$ cat config.mk
export PLATFORM = sky130hd
export DESIGN_NAME = alu_hex_display
export DESIGN_NICKNAME = d
export VERILOG_FILES = /design/src/rtl/alu_hex_display.sv
export SDC_FILE = /design/constraint.sdc
export NUM_CORES = 1
export LEC_CHECK = 0
export CAP_MARGIN = 15
export CORE_ASPECT_RATIO = 1.5
export CORE_UTILIZATION = 45
export CTS_CLUSTER_DIAMETER = 40
export DETAILED_ROUTE_END_ITERATION = 7
export GPL_TIMING_DRIVEN = 0
export PLACE_DENSITY = 0.67
export SLEW_MARGIN = 25
export SYNTH_ARGS = -nofsm -noshare
export SYNTH_HDL_FRONTEND = slang
export SYNTH_SLANG_ARGS = --single-unit
export TNS_END_PERCENT = 1
$ cat constraint.sdc
create_clock -name clk -period 5.3 [get_ports clk]
set_input_delay 1.06 -clock clk [delete_from_list [all_inputs] [get_ports clk]]
set_output_delay 1.06 -clock clk [all_outputs]
set_load 0.02 [all_outputs]
$ cat src/rtl/alu_hex_display.sv
// Shows a captured ALU result byte on a seven-segment digit as a repeating
// high-nibble / low-nibble / blank sequence. Each phase lasts DWELL enabled cycles.
module alu_hex_display #(
  parameter int unsigned DWELL = 4
) (
  input  logic       clk,
  input  logic       rst_n,
  input  logic       ena,
  input  logic [7:0] result_in,
  input  logic       load,
  output logic [6:0] seg_out,
  output logic       dp_out,
  output logic       busy
);

  localparam int unsigned CW = $clog2(DWELL);
  localparam logic [CW-1:0] RELOAD = CW'(DWELL - 1);

  localparam logic [1:0] IDLE    = 2'd0;
  localparam logic [1:0] SHOW_HI = 2'd1;
  localparam logic [1:0] SHOW_LO = 2'd2;
  localparam logic [1:0] GAP     = 2'd3;

  logic [1:0]    state_q, state_d;
  logic [CW-1:0] cnt_q, cnt_d;
  logic [7:0]    cap_q, cap_d;
  logic [6:0]    seg_q, seg_d;
  logic          dp_q, dp_d;
  logic          busy_q, busy_d;

  function automatic logic [6:0] glyph(input logic [3:0] n);
    case (n)
      4'h0: glyph = 7'h3F;  4'h1: glyph = 7'h06;
      4'h2: glyph = 7'h5B;  4'h3: glyph = 7'h4F;
      4'h4: glyph = 7'h66;  4'h5: glyph = 7'h6D;
      4'h6: glyph = 7'h7D;  4'h7: glyph = 7'h07;
      4'h8: glyph = 7'h7F;  4'h9: glyph = 7'h6F;
      4'hA: glyph = 7'h77;  4'hB: glyph = 7'h7C;
      4'hC: glyph = 7'h39;  4'hD: glyph = 7'h5E;
      4'hE: glyph = 7'h79;  default: glyph = 7'h71;
    endcase
  endfunction

  // load wins over the phase advance, so it is tested first
  always_comb begin
    state_d = state_q;
    cnt_d   = cnt_q;
    cap_d   = cap_q;
    if (ena) begin
      if (load) begin
        cap_d   = result_in;
        state_d = SHOW_HI;
        cnt_d   = RELOAD;
      end else if (state_q != IDLE) begin
        if (cnt_q == '0) begin
          cnt_d = RELOAD;
          case (state_q)
            SHOW_HI: state_d = SHOW_LO;
            SHOW_LO: state_d = GAP;
            default: state_d = SHOW_HI;
          endcase
        end else begin
          cnt_d = cnt_q - CW'(1);
        end
      end
    end
  end

  // Outputs decoded from next state so they land on the same edge as the state
  always_comb begin
    seg_d  = 7'h00;
    dp_d   = 1'b0;
    busy_d = (state_d != IDLE);
    case (state_d)
      SHOW_HI: begin seg_d = glyph(cap_d[7:4]); dp_d = 1'b1; end
      SHOW_LO: seg_d = glyph(cap_d[3:0]);
      default: seg_d = 7'h00;
    endcase
  end

  always_ff @(posedge clk or negedge rst_n) begin
    if (!rst_n) begin
      state_q <= IDLE;
      cnt_q   <= '0;
      cap_q   <= 8'h00;
      seg_q   <= 7'h00;
      dp_q    <= 1'b0;
      busy_q  <= 1'b0;
    end else if (ena) begin
      state_q <= state_d;
      cnt_q   <= cnt_d;
      cap_q   <= cap_d;
      seg_q   <= seg_d;
      dp_q    <= dp_d;
      busy_q  <= busy_d;
    end
  end

  assign seg_out = seg_q;
  assign dp_out  = dp_q;
  assign busy    = busy_q;

endmodule

==> results.py <==
metrics = {
    "yosys": {
        "syn_area_um2": 1690,
        "synth_area_per_cell_um2": 9.34,
        "synth-edff-count": 0,
        "synth_top_area_cell": "dfrtp_1",
        "synthArstFlopShare_pct": 100,
        "ys.flop_type": "dfrtp_1",
        "syn_nets": 210,
        "synth.distinct_cells": 37,
        "yosysWarnings": 0,
        "syn_inst": 181,
        "ys_seq_elements": 21,
        "synth_area_leaders": "dfrtp_1, ha_1, mux2i_1",
        "synth_top_area_share_pct": 31.1,
        "ys_seq_area_share_pct": 31.1,
    },
    "setup_path": {
        "path_class": "input port to flip-flop",
        "regToRegStartpoint": "cnt_q[0]",
        "critical-path-top-delay-family": "buffers and inverters",
        "crit_path_cell_trace": "clkdlybuf4s50_1, and2_4, buf_6, buf_2, mux2i_1, inv_1, ha_1, o311ai_0, nand2_1",
        "crit_fanout": 10,
        "cp_slowest_cell": "mux2i_1",
        "worst_r2r_path_depth": 11,
        "crit_start": "load",
        "worst-path-buf-inv": 4,
        "critPathMaxStageDelay_ns": 0.59,
        "cp_data_required_time_ns": 5.43,
        "crit_path_end_kind": "flip-flop",
        "worst-path-stages": 9,
        "crit_arrival_ns": 3.74,
        "startpoint_type": "input port",
    },
    "routing": {
        "drtIter0Drc": 35,
        "postRouteWirelength_um": 4120,
        "vias_per_cell": 6.09,
        "drt-pass1-iter-count": 4,
        "ant_nets": 0,
        "post_drt_wl_per_cell_um": 16.7,
        "drc": 0,
        "vias": 1497,
    },
    "sta": {
        "period_needed_ns": 3.61,
        "tightest_slew_ns": 0.634,
        "rsz0062_at_grt": "no",
        "fin_setup_tns_ns": 0,
        "post-route-period-util_pct": 68.1,
        "slew_headroom_pct": 56.5,
        "hold_violations": 0,
        "finalClockSkew_ns": 0.00199,
        "drv_slew": 0,
        "setup_ws_ns": 1.69,
        "finalSetupViolations": 0,
        "max_freq_mhz": 277,
    },
    "finish": {
        "final_common_cell": "dfrtp_1",
        "final.fill_count": 320,
        "final_util_pct": 56.7,
        "syn_to_final_growth_pct": 16.8,
        "diodes": 0,
        "layout-drive-gt1-share_pct": 11.3,
        "stdcell_area_um2": 1970,
        "final_cell_mix": "dfrtp_1, inv_1, clkdlybuf4s50_1",
        "final_nets": 234,
    },
    "place": {
        "hpwl_um": 3180,
        "gp_congestion": 0.943,
        "port_buffers": 19,
        "placed_cell_area_um2": 1930,
        "post-place-ws_ns": 1.49,
    },
    "grt": {
        "grt_pass1_wl_um": 6720,
        "grt_pass1_vias": 1458,
        "grt_usage_pct": 22.4,
        "gr-total-overflow": 0,
        "antenna_found_initial": 0,
        "grt_max_degree": 22,
    },
    "floorplan": {
        "io_pins": 21,
        "initial_core_util_pct": 48.6,
        "dieArea_um2": 4010,
        "core_area_um2": 3480,
        "die_w_um": 52.0,
        "rows": 26,
        "fp.dieH_um": 77.1,
    },
    "clock_network": {
        "clkSlewWorstSetupHoldPaths_ns": 0.08,
        "cts_buffers": 3,
        "cts_tree": "yes",
        "post_cts_buffers": 0,
        "cts.sinks": 21,
        "cts_root_buffer": "clkbuf_8",
        "clkLatencyLatePin_ns": 0.26,
        "cts-resized-gates": 0,
        "htree_num_levels": 1,
        "clock_path_buffers": 2,
        "postCtsHoldBufs": 0,
    },
    "pwr": {
        "ir_drop_v": 0.000179,
        "powerDensity_nw_per_um2": 305,
        "leakagePower_nw": 0.890,
        "power_w": 0.000603,
    },
    "status": {
        "status": "finished, final reports clean",
    },
    "worst_hold_path": {
        "hold_depth": 2,
        "hold_start": "busy",
        "hold_class": "flip-flop to flip-flop",
    },
    "run": {
        "cap_violations": 0,
    },
}
==> stage by stage <==
step                cells  hold slack [ns]
floorplan             181            0.488
global placement      242            0.478
detailed placement    242            0.477
CTS                   246            0.501
global route          246            0.532
finish                246            0.498
==> registers in the layout, summed over array words and instances, names as in the netlist <==
register / flops
state_q: 2
dp_out: 1
seg_out: 7
cnt_q: 2
cap_q: 8
busy: 1
==> per-layer routing <==
layer  routed length, um  vias to the layer above  GRT usage, %
met5                   0                        -             0
met4                  98                        0          9.73
met2                2130                       47          38.2
li1                    -                      705             -
met1                1770                      735          27.1
met3                 128                       10          2.58
==> cells by family after synthesis <==
group,count (synthesis),share of synthesized area [%]
AND/OR/NAND/NOR,49,14.7
multiplexers,20,14.6
flip-flops,21,31.1
XOR/XNOR,4,2.07
AO/OA/AOI/OAI,42,17.6
buffers and inverters,28,7.33
adder cells (fa/ha/maj),17,12.6
==> final timing paths <==
kind / endpoint / slack [ns]
setup / recovery: seg_out[2] / 1.69
hold / removal: busy / 0.50
setup reg to reg: seg_out[2] / 2.80
hold reg to reg: busy / 0.50
max in group asynchronous: cap_q[3] / 4.23
min in group asynchronous: cap_q[6] / 0.74
==> layout make-up <==
| cell class | instances | area, um^2 | share of cell area [%] |
|---|---|---|---|
| plain buffers | 7 | 45.0 | 2.28 |
| clock buffers | 3 | 41.3 | 2.09 |
| clock inverters | 1 | 5.00 | 0.253 |
| inverters | 21 | 78.8 | 3.99 |
| multi-input cells | 132 | 1040 | 52.7 |
| flip-flops and latches | 21 | 526 | 26.6 |
| well taps | 42 | 52.6 | 2.66 |
| repair buffers | 19 | 185 | 9.38 |
==> worst reg2reg max path, delay by kind of cell (launching register included) <==
kind	cells	cell delay [ns]
adder cells (fa/ha/maj)	2	0.53
AO/OA/AOI/OAI	3	0.71
flip-flops	1	0.37
buffers and inverters	3	0.41
AND/OR/NAND/NOR	3	0.40
==> power by group <==
part           switching [W]  internal (W)
Sequential         0.0000269      0.000195
Clock              0.0000552     0.0000524
Combinational       0.000150      0.000123
==> Yosys cell counts, types with 3 or more instances <==
cell type	instances
nor2_1	8
mux2_2	7
ha_1	17
nor3_1	4
a32oi_1	3
xnor2_1	4
nand3_1	10
and3_1	4
o21ai_0	6
a21oi_1	5
o221ai_1	7
nand2_1	12
mux2i_4	3
dfrtp_1	21
inv_1	18
a31oi_1	5
buf_2	3
nor2b_1	3
mux2i_1	10
No activity file was read; power rests on OpenSTA's default activity.
